==> src/rtl/cf_weighted_sum.sv <==
// cf_weighted_sum: delay-and-sum beamformer back end. Eight offset-binary
// channel samples are converted to two's complement, summed through a
// three-level registered adder tree, delayed to line up with the coherence
// coefficient, weighted by coff/256 and emitted with framing and an index.
//
// Stream semantics: valid-only, no backpressure. A beat is transferred on
// every rising edge where din_valid is high; the output side presents one
// beat per cycle in which dout_valid is high and never stalls. The data path
// shifts every cycle regardless of valid.
module cf_weighted_sum #(
  parameter int ALIGN_DLY = 24,
  parameter int IDX_W     = 12
) (
  input  logic                    clk,
  input  logic                    rst,
  input  logic                    din_valid,
  input  logic                    line_start,
  input  logic [11:0]             Data_A,
  input  logic [11:0]             Data_B,
  input  logic [11:0]             Data_C,
  input  logic [11:0]             Data_D,
  input  logic [11:0]             Data_E,
  input  logic [11:0]             Data_F,
  input  logic [11:0]             Data_G,
  input  logic [11:0]             Data_H,
  input  logic [7:0]              coff,
  input  logic                    cf_en,
  output logic signed [14:0]      dout,
  output logic                    dout_valid,
  output logic                    dout_sol,
  output logic [IDX_W-1:0]        dout_idx
);

  // Side-pipeline depth: conversion, three adder levels, the delay line and
  // the multiplier stage. The output register follows it.
  localparam int SIDE = ALIGN_DLY + 5;

  logic [11:0]        raw      [8];
  logic signed [11:0] conv_d   [8];
  logic signed [11:0] conv_q   [8];
  logic signed [14:0] lvl1_d   [4];
  logic signed [14:0] lvl1_q   [4];
  logic signed [14:0] lvl2_d   [2];
  logic signed [14:0] lvl2_q   [2];
  logic signed [14:0] sum_d;
  logic signed [14:0] sum_q;
  logic signed [14:0] dly_q    [ALIGN_DLY];
  logic signed [9:0]  coef_s;
  logic signed [23:0] prod_d;
  logic signed [23:0] prod_q;
  logic [SIDE-1:0]    vld_q;
  logic [SIDE-1:0]    sol_q;
  logic signed [14:0] dout_d;
  logic signed [14:0] dout_q;
  logic               dout_valid_q;
  logic               dout_sol_q;
  logic [IDX_W-1:0]   idx_d;
  logic [IDX_W-1:0]   idx_q;

  // Offset binary to two's complement: invert the MSB of each channel.
  always_comb begin
    raw[0] = Data_A;
    raw[1] = Data_B;
    raw[2] = Data_C;
    raw[3] = Data_D;
    raw[4] = Data_E;
    raw[5] = Data_F;
    raw[6] = Data_G;
    raw[7] = Data_H;
    for (int i = 0; i < 8; i++) begin
      conv_d[i] = signed'({~raw[i][11], raw[i][10:0]});
    end
  end

  // Adder tree 8->4->2->1 at 15 bits; the full range -16384..16376 fits.
  always_comb begin
    for (int i = 0; i < 4; i++) begin
      lvl1_d[i] = {{3{conv_q[2*i][11]}}, conv_q[2*i]} +
                  {{3{conv_q[2*i+1][11]}}, conv_q[2*i+1]};
    end
    for (int i = 0; i < 2; i++) begin
      lvl2_d[i] = lvl1_q[2*i] + lvl1_q[2*i+1];
    end
    sum_d = lvl2_q[0] + lvl2_q[1];
  end

  // Weighting: coefficient 256 in bypass, otherwise coff as an unsigned
  // 0..255 value; the product fits 24 bits signed since |sum*256| <= 2^22.
  always_comb begin
    coef_s = cf_en ? signed'({2'b00, coff}) : 10'sd256;
    prod_d = 24'(dly_q[ALIGN_DLY-1]) * 24'(coef_s);
  end

  // Output value, gated to zero on invalid cycles, and the line index which
  // restarts on sol, saturates at all-ones and holds across gaps.
  always_comb begin
    dout_d = vld_q[SIDE-1] ? 15'(prod_q >>> 8) : 15'sd0;
    idx_d  = idx_q;
    if (vld_q[SIDE-1]) begin
      if (sol_q[SIDE-1]) begin
        idx_d = '0;
      end else if (!(&idx_q)) begin
        idx_d = idx_q + IDX_W'(1);
      end
    end
  end

  // Data path, delay line and side pipeline; everything clears on reset.
  always_ff @(posedge clk or posedge rst) begin
    if (rst) begin
      for (int i = 0; i < 8; i++) conv_q[i] <= '0;
      for (int i = 0; i < 4; i++) lvl1_q[i] <= '0;
      for (int i = 0; i < 2; i++) lvl2_q[i] <= '0;
      sum_q <= '0;
      for (int i = 0; i < ALIGN_DLY; i++) dly_q[i] <= '0;
      prod_q       <= '0;
      vld_q        <= '0;
      sol_q        <= '0;
      dout_q       <= '0;
      dout_valid_q <= 1'b0;
      dout_sol_q   <= 1'b0;
      idx_q        <= '0;
    end else begin
      for (int i = 0; i < 8; i++) conv_q[i] <= conv_d[i];
      for (int i = 0; i < 4; i++) lvl1_q[i] <= lvl1_d[i];
      for (int i = 0; i < 2; i++) lvl2_q[i] <= lvl2_d[i];
      sum_q    <= sum_d;
      dly_q[0] <= sum_q;
      for (int i = 1; i < ALIGN_DLY; i++) dly_q[i] <= dly_q[i-1];
      prod_q       <= prod_d;
      vld_q        <= {vld_q[SIDE-2:0], din_valid};
      sol_q        <= {sol_q[SIDE-2:0], din_valid & line_start};
      dout_q       <= dout_d;
      dout_valid_q <= vld_q[SIDE-1];
      dout_sol_q   <= vld_q[SIDE-1] & sol_q[SIDE-1];
      idx_q        <= idx_d;
    end
  end

  assign dout       = dout_q;
  assign dout_valid = dout_valid_q;
  assign dout_sol   = dout_sol_q;
  assign dout_idx   = idx_q;

endmodule

==> config.mk <==
export PLATFORM = sky130hd
export DESIGN_NAME = cf_weighted_sum
export DESIGN_NICKNAME = d
export VERILOG_FILES = /design/src/rtl/cf_weighted_sum.sv
export SDC_FILE = /design/constraint.sdc
export NUM_CORES = 1
export LEC_CHECK = 0
export ABC_AREA = 1
export BUFFER_PORTS_ARGS = -buffer_cell sky130_fd_sc_hd__clkbuf_2
export CAP_MARGIN = 30
export CORE_UTILIZATION = 25
export CTS_CLUSTER_DIAMETER = 40
export DETAILED_ROUTE_END_ITERATION = 8
export PLACE_DENSITY = 0.5
export SLEW_MARGIN = 25
export SYNTH_ARGS = -nofsm -noshare
export SYNTH_HDL_FRONTEND = slang
export SYNTH_SLANG_ARGS = --single-unit
export TNS_END_PERCENT = 100
==> constraint.sdc <==
create_clock -name clk -period 21.5 [get_ports clk]
set_input_delay 4.3 -clock clk [delete_from_list [all_inputs] [get_ports clk]]
set_output_delay 4.3 -clock clk [all_outputs]
set_load 0.05 [all_outputs]
==> metrics, run 1 <==
outcome completed; kind of critical path in -> reg; synth unique cells 34; initial antenna violation count 0; GRT Util Overall 0.0946; number of synthesis warnings 0; main flop type after synthesis dfrtp_1; area delta synth->final 21.7%; CP Data Required Time 22.01 ns; drt first pass iters 4; # fillers just over 10000; CP peak stage delay 0.58 ns; first-pass GRT wire length 77900 µm; Mapped Nets 2418; Slowest cell on crit path fa_1; Pint about 0.0032 W; setup TNS 0 ns; n_diodes 0; Residual DRC 0; Pins Over Slew Limit 0; CTS Buffer Depth 3; Worst path most repeated cell fa_1; Sw Share 0.366; maxcap violations 0; critical path endpoint category register; layout cell share with drive strength beyond 1 0.132; crit-path cells clkbuf_2 -> nand2_1 -> inv_1 -> nand2_1 -> fa_1 -> inv_1 -> fa_1 -> fa_1 -> fa_1 -> inv_1 -> fa_1 -> inv_1 -> ha_1 -> a21oi_1 -> o21ai_0 -> a21boi_0 -> nand3_1 -> nand2_1 -> nand2_1; CTS Buf Count slightly above 90; LEAKAGE 15.3 nW; Cell Area, Synth around 26000 µm²; pre-CTS WS approximately 12 ns; CP arrival just under 10 ns; Final #Nets roughly 2600; core footprint approximately 100000 µm²; Max transition margin 0.461; sequential share of power 0.359; Synth async-reset ratio 1.00; maximum net fanout on the critical path 23; DP HPWL 33200 µm; CTS H-tree lvls 3; hold_buf cts 0; combinational share of power 0.351; Vias/cell 3.85; ANT nets after route 0; worst setup margin approximately 12 ns; DP Cell Count between 3000 and 4000; die height around 320 µm; IO Count 138; Reg clk slew, reported paths 0.05 ns; CTS tree built; worst hold path class reg -> reg; port buffer count 137; setup violators final 0; maximum vdd ir drop 0.105 mV; Slew @ Worst Pin 0.809 ns; Final Hold Fails 0; routed wire length ~46000 µm; GR Util met3 0.0216; vias in the first global route 15300; CTS root buffer clkbuf_16; Final min period around 9 ns; post-layout total power 0.00509 W; Seq/Total Area, Yosys 0.639; critical path buffer and inverter count 5; pwr dens 164 nW/µm²; Starting Density 0.254; largest net degree at the start of global routing 158; Startpoint Class primary input; Iteration-0 DRC Markers 688; Clk pwr share 0.291; # resized after CTS 0; GRT met2 Usage 0.159; global route overflow 0; vias between 10000 and 15000; fin crit share 0.425; Top Usage Layer GRT met2; row cnt 116; CTS sink cnt roughly 650; met1 usage 0.116; Worst Skew 0.0252 ns; Final Non-Filler Cells 3713; clk_lat worst skew 0.62 ns; Net Sw Power 0.00186 W; synthesized flop and latch total 653; unrepaired setup endpoints after global routing no; Avg Cell Area, Syn 12.4 µm²; crit-path leading delay family adder cells; cell count after synthesis 2058; WL/cell 12.4 µm; Final GP Congestion 0.857; Die Width approximately 320 µm; fmax 109 MHz; Die Area 104000 µm²; # Post-CTS Setup Buffers 0; Post-synth EDFFs 0
==> stage by stage <==
stage,hold WS (ns),instance area (µm²),util
global route,0.343,31100,0.309
global placement,0.331,28000,0.278
detailed placement,0.335,28000,0.278
finish,0.330,31100,0.309
CTS,0.327,31100,0.309
floorplan,0.331,25600,-
==> placed cells by master, fill, tap and decap left out, types with 40 or more instances in the layout <==
cell	n
inv_1	299
nor2_1	149
ha_1	137
clkbuf_2	137
nand2_1	322
clkbuf_16	91
dfrtp_1	653
o21ai_0	40
nand3_1	61
fa_1	114
xor2_1	54
a21oi_1	89
==> area by class of cell <==
class,count,area [µm²],share of cell area
clock buffer,109,2420,0.0779
clock inverter,55,684,0.0220
inverter,301,1130,0.0364
multi-input combinational,1092,8060,0.259
sequential,653,16300,0.525
tap,1357,1700,0.0545
timing repair buffer,146,793,0.0255
==> logic make-up after synthesis <==
family                   count (synthesis)  share of synthesized area
XOR/XNOR                                87                     0.0298
AO/OA/AOI/OAI                          171                     0.0359
adder cells (fa/ha/maj)                251                      0.156
flip-flops                             653                      0.639
AND/OR/NAND/NOR                        583                     0.0933
buffers and inverters                  313                     0.0461
==> Yosys cell counts, drive strengths merged (7+ instances only) <==
library cell | number | area, µm²
nand4 | 17 | 106
a21oi | 89 | 445
dfrtp | 653 | 16300
ha | 137 | 1710
fa | 114 | 2280
nor3 | 13 | 65.1
xnor2 | 33 | 289
o21ai | 58 | 290
nand3 | 61 | 305
nand2 | 328 | 1250
inv | 301 | 1130
xor2 | 54 | 473
o31ai | 7 | 52.6
nor2 | 151 | 577
==> per-layer routing <==
layer	routed length (µm)	up-vias
met3	2070	90
met5	0	-
met1	19700	7050
met2	22700	268
li1	-	6890
met4	1370	0
==> worst paths after layout <==
path | from | end | slack (ns) | cells after the start
setup / recovery | cf_en | prod_q[20] | 12.36 | 19
hold / removal | dly_q[88] | dly_q[73] | 0.33 | 0
setup reg to reg | dly_q[14] | prod_q[22] | 16.11 | 20
hold reg to reg | dly_q[88] | dly_q[73] | 0.33 | 0
max in group asynchronous | rst | dout[10] | 15.32 | 5
min in group asynchronous | rst | lvl2_q[9] | 3.69 | 2
==> power by group through the flow <==
stage | combinational [W] | clock, W | sequential, W
6_report | 0.00179 | 0.00148 | 0.00183
5_1_grt | 0.00209 | 0.00159 | 0.00187
4_1_cts | 0.00184 | 0.00154 | 0.00184
3_5_place_dp | 0.00183 | 0 | 0.00186
3_3_place_gp | 0.00183 | 0 | 0.00184
2_1_floorplan | 0.00127 | 0 | 0.00183
==> state kept, by name, indices dropped and copies added (netlist names) <==
signal / count
dout_valid: 1
dout_idx: 12
dout_sol: 1
dout: 15
sum_q: 15
dly_q: 360
conv_q: 96
sol_q: 29
prod_q: 15
vld_q: 29
lvl1_q: 52
lvl2_q: 28
==> worst reg2reg max path, delay by kind of cell (launching register included) <==
kind / cells / cell delay (ns)
DFF: 1 / 0.42
and+or+nand+nor: 8 / 1.03
buffers and inverters: 6 / 0.71
adders and majority gates: 6 / 3.19
Note: power is estimated with default switching activity, not from simulation.
==> run 2, diff against run 1 <==
--- a/config.mk
+++ b/config.mk
@@ -11,7 +11,7 @@
 export CORE_UTILIZATION = 25
 export CTS_CLUSTER_DIAMETER = 40
 export DETAILED_ROUTE_END_ITERATION = 8
-export PLACE_DENSITY = 0.5
+export PLACE_DENSITY = 0.48
 export SLEW_MARGIN = 25
 export SYNTH_ARGS = -nofsm -noshare
 export SYNTH_HDL_FRONTEND = slang
==> constraint.sdc (replaced) <==
create_clock -name clk -period 8.74 [get_ports clk]
set_input_delay 1.748 -clock clk [delete_from_list [all_inputs] [get_ports clk]]
set_output_delay 1.748 -clock clk [all_outputs]
set_load 0.05 [all_outputs]
==> run 2 against run 1 <==
  * Sequential power increased by 150%
  * Register-to-register slack got worse by 13 ns
  * Global-route usage up 0.38 points
  * Clock power is 150% higher
  * Sequential share of layout area is 0.11 points lower
  * Worst hold slack better by 0.0085 ns
  * Flip-flop and latch count did not move
  * Routed wire length increased by 5.4%
  * Non-clock buffer count down 1
  * Largest power group unchanged
  * Highest routed layer unchanged
==> metrics, run 2 (synthesized netlist as in run 1, its figures left out) <==
outcome completed; final instance area 31200 µm²; CP arrival about 7.4 ns; critical path endpoint category register; drt first pass iters 5; Die Width 322 µm; CTS tree built; vias in the first global route between 15000 and 20000; CTS sink cnt between 600 and 700; hold_buf cts 0; post-layout total power 0.0125 W; global route overflow 0; Residual DRC 0; largest net degree at the start of global routing 200; maxcap violations 0; area delta synth->final 22.0%; LEAKAGE 15.3 nW; Max transition margin 0.493; first-pass GRT wire length 81200 µm; Final #Nets 2642; CTS Buf Count 89; Pins Over Slew Limit 0; Final GP Congestion 0.810; port buffer count 137; worst hold slack 0.338 ns; n_diodes 0; Biggest register dly_q; # Post-CTS Setup Buffers 0; DP HPWL 35600 µm; Die Area 104000 µm²; fin crit share 0.787; GRT Util Overall 0.0985; Largest regs dly_q x360, conv_q x96, lvl1_q x52; row cnt 116; Vias/cell 3.90; CP Data Required Time around 9.2 ns; Placed Area approximately 28000 µm²; Worst Skew 0.0147 ns; unrepaired setup endpoints after global routing no; Final min period 6.88 ns; worst hold path class reg -> reg; Starting Density 0.254; clk_lat worst skew ~0.63 ns; max reg flops 360; ANT nets after route 0; commonest non-fill, non-tap cell in the layout dfrtp_1; # resized after CTS 0; kind of critical path in -> reg; CTS root buffer clkbuf_16; Final Hold Fails 0; maximum net fanout on the critical path 23; maximum vdd ir drop 0.203 mV; fmax ~150 MHz; CTS Buffer Depth 3; Slew @ Worst Pin 0.760 ns; routed wire length 48300 µm; Layout Utilization 0.310; die height 322 µm; layout cell share with drive strength beyond 1 0.133; leading cell types in the layout, fill and taps excluded 653 x dfrtp_1, 322 x nand2_1, 299 x inv_1, 149 x nor2_1; IO Count 138; vias 14500; setup violators final 0; pwr dens 402 nW/µm²; setup TNS 0 ns; Reg clk slew, reported paths 0.05 ns; initial antenna violation count 0; CTS H-tree lvls 3; Startpoint Class primary input; core footprint between 100000 and 150000 µm²; WL/cell 13.0 µm; # fillers 10200; Iteration-0 DRC Markers 681
[run 2: cell types whose count changed in the layout (fill, tap and decap cells not counted), sizes merged]
cell,before,now
inv,323,315
buf,9,8
clkinvlp,9,8
clkinv,16,26
clkbuf,246,247
[run 2: worst max-delay path, cell delays in order]
cell	delay, ns
clkbuf_2	0.47
nand2_1	0.46
nor2_1	0.34
inv_1	0.13
fa_1	0.56
inv_1	0.05
fa_1	0.51
fa_1	0.53
fa_1	0.54
inv_1	0.06
fa_1	0.50
inv_1	0.04
ha_1	0.39
nand2_1	0.13
inv_1	0.09
nand3_1	0.09
nor3_1	0.39
nand3_1	0.17
nand4_1	0.12
nand2_1	0.06
[run 2: routing by layer]
metal  vias to the layer above  global-route usage  part of all wire
li1                       6872                   -                 -
met1                      7243               0.115              0.42
met2                       274               0.172              0.50
met3                       103              0.0226             0.044
met4                         0              0.0431             0.036
met5                         -                   0                 0
[run 2: worst paths after layout]
check / startpoint / to / slack [ns] / depth (start not counted)
max: cf_en / prod_q[22] / 1.86 / 20
min: sol_q[22] / sol_q[23] / 0.34 / 0
max reg2reg: dly_q[14] / prod_q[22] / 3.10 / 19
min reg2reg: sol_q[22] / sol_q[23] / 0.34 / 0
max in group asynchronous: rst / prod_q[22] / 5.84 / 5
min in group asynchronous: rst / dly_q[333] / 1.30 / 3
[run 2: final cells by class]
cell class	instances	area [µm²]	share of cell area
Sequential cell	653	16300	0.524
Multi-Input combinational cell	1092	8060	0.258
Clock buffer	110	2470	0.0791
Tap cell	1357	1700	0.0544
Inverter	301	1130	0.0363
Timing Repair Buffer	145	823	0.0264
Clock inverter	56	673	0.0216
[run 2: through the flow]
| step | setup slack [ns] | std cells |
|---|---|---|
| CTS | 1.90 | 3712 |
| detailed placement | 1.18 | 3546 |
| global route | 1.46 | 3714 |
| global placement | 1.25 | 3546 |
| floorplan | -1.93 | 2058 |
| finish | 1.86 | 3714 |
[run 2: where the power goes]
group / internal [W] / switching (W)
clock: 0.00229 / 0.00137
sequential: 0.00413 / 0.000379
combinational: 0.00153 / 0.00286
==> run 3, diff against run 2 <==
--- a/config.mk
+++ b/config.mk
@@ -5,13 +5,13 @@
 export SDC_FILE = /design/constraint.sdc
 export NUM_CORES = 1
 export LEC_CHECK = 0
-export ABC_AREA = 1
+export ABC_AREA = 0
 export BUFFER_PORTS_ARGS = -buffer_cell sky130_fd_sc_hd__clkbuf_2
 export CAP_MARGIN = 30
 export CORE_UTILIZATION = 25
 export CTS_CLUSTER_DIAMETER = 40
 export DETAILED_ROUTE_END_ITERATION = 8
-export PLACE_DENSITY = 0.48
+export PLACE_DENSITY = 0.5
 export SLEW_MARGIN = 25
 export SYNTH_ARGS = -nofsm -noshare
 export SYNTH_HDL_FRONTEND = slang
==> constraint.sdc (replaced) <==
create_clock -name clk -period 5.6 [get_ports clk]
set_input_delay 1.12 -clock clk [delete_from_list [all_inputs] [get_ports clk]]
set_output_delay 1.12 -clock clk [all_outputs]
set_load 0.05 [all_outputs]
==> run 3 against run 2 <==
  * Critical path depth did not move
  * Die area decreased by 2.2%
  * Register-to-register slack worse by 2.7 ns
  * Largest cell class unchanged
  * First-iteration DRC count shrank 35%
  * Flip-flop and latch count is the same
  * Worst setup slack lost 1.7 ns
  * Clock-buffer cell count grew 8
  * Cell count is 8.1% lower
  * Sequential share of layout area decreased by 0.055 points
  * Sequential power is 57% higher
==> metrics, run 3 <==
worst setup margin around 0.17 ns; synth unique cells 56; Startpoint Class primary input; Reg area 16300 µm²; CTS sink cnt 653; Starting Density 0.253; Cell Area, Synth 25000 µm²; layout cell share with drive strength beyond 1 0.198; Post-synth top cells 653 x dfrtp_1, 196 x inv_1, 137 x ha_1, 114 x fa_1, 106 x nand2_1; Die Width 318 µm; r2r endpoint prod_q[21]; initial antenna violation count 0; drt first pass iters 4; Sw Share 0.331; setup TNS 0 ns; Hold Path Depth 0; CTS tree built; maximum vdd ir drop 0.581 mV; Vias/cell 3.94; Slowest cell on crit path fa_1; cell count after synthesis 1765; CP Data Required Time 6.12 ns; n_diodes 0; Pins Over Slew Limit 0; largest net degree at the start of global routing 159; critical path buffer and inverter count 5; top cell type's share of synthesized area 0.653; port buffer count ~140; CP arrival 5.96 ns; Pint 0.0140 W; worst hold path class reg -> reg; outcome completed; IO Count around 140; critical path endpoint category register; core footprint 98700 µm²; fmax 184 MHz; routed wire length 42900 µm; most common cell in the netlist dfrtp_1; Die Area 101000 µm²; Avg Cell Area, Syn 14.2 µm²; Final min period 5.43 ns; die height between 300 and 400 µm; Post-synth EDFFs 0; commonest non-fill, non-tap cell in the layout dfrtp_1; Net Sw Power 0.00695 W; Seq/Total Area, Yosys 0.653; DP HPWL 31000 µm; Worst R2R Setup Slack 0.39 ns; clk_lat worst skew 0.63 ns; setup violators final 0; Placed Area around 28000 µm²; hold_buf cts 0; most area-consuming cells after synthesis dfrtp_1 65%, fa_1 9.1%, ha_1 6.9%, inv_1 2.9%, xnor2_1 2.3%; WL/cell 12.6 µm; maxcap violations 0; Biggest register dly_q; final instance area 31200 µm²; kind of critical path in -> reg; Residual DRC 0; pre-CTS WS -0.787 ns; CTS Buffer Depth 3; leading cell types in the layout, fill and taps excluded 653 x dfrtp_1, 193 x inv_1, 136 x clkbuf_2, 129 x ha_1, 113 x fa_1; CTS Buf Count 89; RR Startpoint dly_q[7]; Final GP Congestion roughly 0.8; max reg flops 360; area delta synth->final 24.8%; GRT Util Overall 0.0892; Worst Skew 0.0462 ns; fin crit share 0.970; CTS H-tree lvls 3; crit-path leading delay family adder cells; Reg clk slew, reported paths 0.06 ns; synthesized flop and latch total 653; largest area contributor in the netlist dfrtp_1; Final Hold Fails 0; Largest regs dly_q x360, conv_q x96, lvl1_q x52; CTS root buffer clkbuf_16; Slew @ Worst Pin about 0.9 ns; sequential share of power 0.338; Multi-input gate area 8010 µm²; Worst Hold Path EP dly_q[161]; Synth async-reset ratio 1.00; hold wc startpoint dly_q[176]; number of synthesis warnings 0; pwr dens 672 nW/µm²; Max transition margin 0.390; maximum net fanout on the critical path 13; CP peak stage delay 0.55 ns; R2R depth 19; Mapped Nets 2125; # fillers a little under 10000; Iteration-0 DRC Markers 446; row cnt ~120; crit-path cells buf_8 -> and2_4 -> buf_6 -> nand2_1 -> fa_1 -> inv_1 -> fa_1 -> fa_1 -> fa_1 -> inv_1 -> fa_1 -> inv_1 -> ha_4 -> a21o_1 -> a21o_1 -> a21oi_1 -> o211ai_1 -> o31a_1 -> or4_1 -> nand4_1; LEAKAGE around 15 nW; vias in the first global route ~15000; worst hold slack 0.326 ns; combinational share of power 0.396; Clk pwr share 0.266; global route overflow 0; Worst path most repeated cell fa_1; vias 13500; first-pass GRT wire length 73600 µm; main flop type after synthesis dfrtp_1; unrepaired setup endpoints after global routing yes; ANT nets after route 0; Final #Nets 2413
run 3: cell types whose count changed in the layout (fill, tap and decap cells not counted), moves of 11 or more:
| cell | change |
|---|---|
| a21oi_1 | -35 |
| and2_1 | +20 |
| and3_1 | +51 |
| buf_4 | +77 |
| inv_1 | -106 |
| nand2_1 | -217 |
| nand2b_1 | +11 |
| nand3_1 | -47 |
| nor2_1 | -85 |
| nor2b_1 | +29 |
| o21a_1 | +28 |
| o21ai_1 | -16 |
| xnor2_1 | +34 |
| xor2_1 | -32 |
run 3: per-stage QoR:
| stage | total power, W | util | instances |
|---|---|---|---|
| floorplan | 0.0123 | - | 1765 |
| global placement | 0.0151 | 0.284 | 3246 |
| detailed placement | 0.0153 | 0.284 | 3246 |
| CTS | 0.0211 | 0.315 | 3413 |
| global route | 0.0228 | 0.316 | 3415 |
| finish | 0.0210 | 0.316 | 3415 |
run 3: logic make-up (layout without fill, tap and decap cells):
| family | Yosys count | in the layout | synth area share |
|---|---|---|---|
| DFF | 653 | 653 | 0.653 |
| and+or+nand+nor | 355 | 355 | 0.0708 |
| AOI/OAI and AO/OA | 193 | 193 | 0.0517 |
| adders and majority gates | 251 | 251 | 0.160 |
| xor gates and xnor gates | 89 | 89 | 0.0312 |
| buffers and inverters | 224 | 587 | 0.0336 |
run 3: what timing repair did:
item / in CTS / in global routing
pin swaps: 2 / 17
gates resized for setup: 5 / 15
setup endpoints to repair: 3 / 5
buffers inserted: 1 / 2
run 3: layer usage:
layer,global-route usage,share of wire,routed length (µm),vias up
met5,0,0,0,-
met4,0.0412,0.038,1610,0
met3,0.0222,0.050,2150,104
met2,0.159,0.51,21900,285
met1,0.0999,0.40,17300,6783
li1,-,-,-,6296
run 3: worst register-to-register path: cells and delay by family, from the launching register on:
family,cells,cell delay [ns]
AO/OA/AOI/OAI,4,0.71
adder cells (fa/ha/maj),6,2.77
buffers and inverters,5,0.25
AND/OR/NAND/NOR,4,0.77
flip-flops,1,0.61
run 3: how the worst max path moves through the flow:
stage / start / to / slack, ns / cells past startpoint
global route: cf_en / prod_q[21] / -0.03 / 20
CTS: cf_en / prod_q[21] / 0.0008 / 20
finish: cf_en / prod_q[21] / 0.17 / 20
detailed placement: cf_en / prod_q[21] / -0.79 / 19
global placement: cf_en / prod_q[21] / -0.72 / 20
floorplan: rst / conv_q[0] / -4.44 / 1
run 3: power by group through the flow:
| stage | clock network, W | registers (W) | logic, W |
|---|---|---|---|
| finish | 0.00559 | 0.00709 | 0.00832 |
| global route | 0.00600 | 0.00727 | 0.00950 |
| CTS | 0.00579 | 0.00714 | 0.00815 |
| detailed placement | 0 | 0.00722 | 0.00806 |
| global placement | 0 | 0.00714 | 0.00796 |
| floorplan | 0 | 0.00709 | 0.00524 |
run 3: final cells by class:
type | instances | share of cell area
Clock buffer | 118 | 0.0806
Clock inverter | 48 | 0.0183
Inverter | 196 | 0.0237
Multi-Input combinational cell | 888 | 0.257
Sequential cell | 653 | 0.523
Tap cell | 1287 | 0.0516
Timing Repair Buffer | 225 | 0.0461
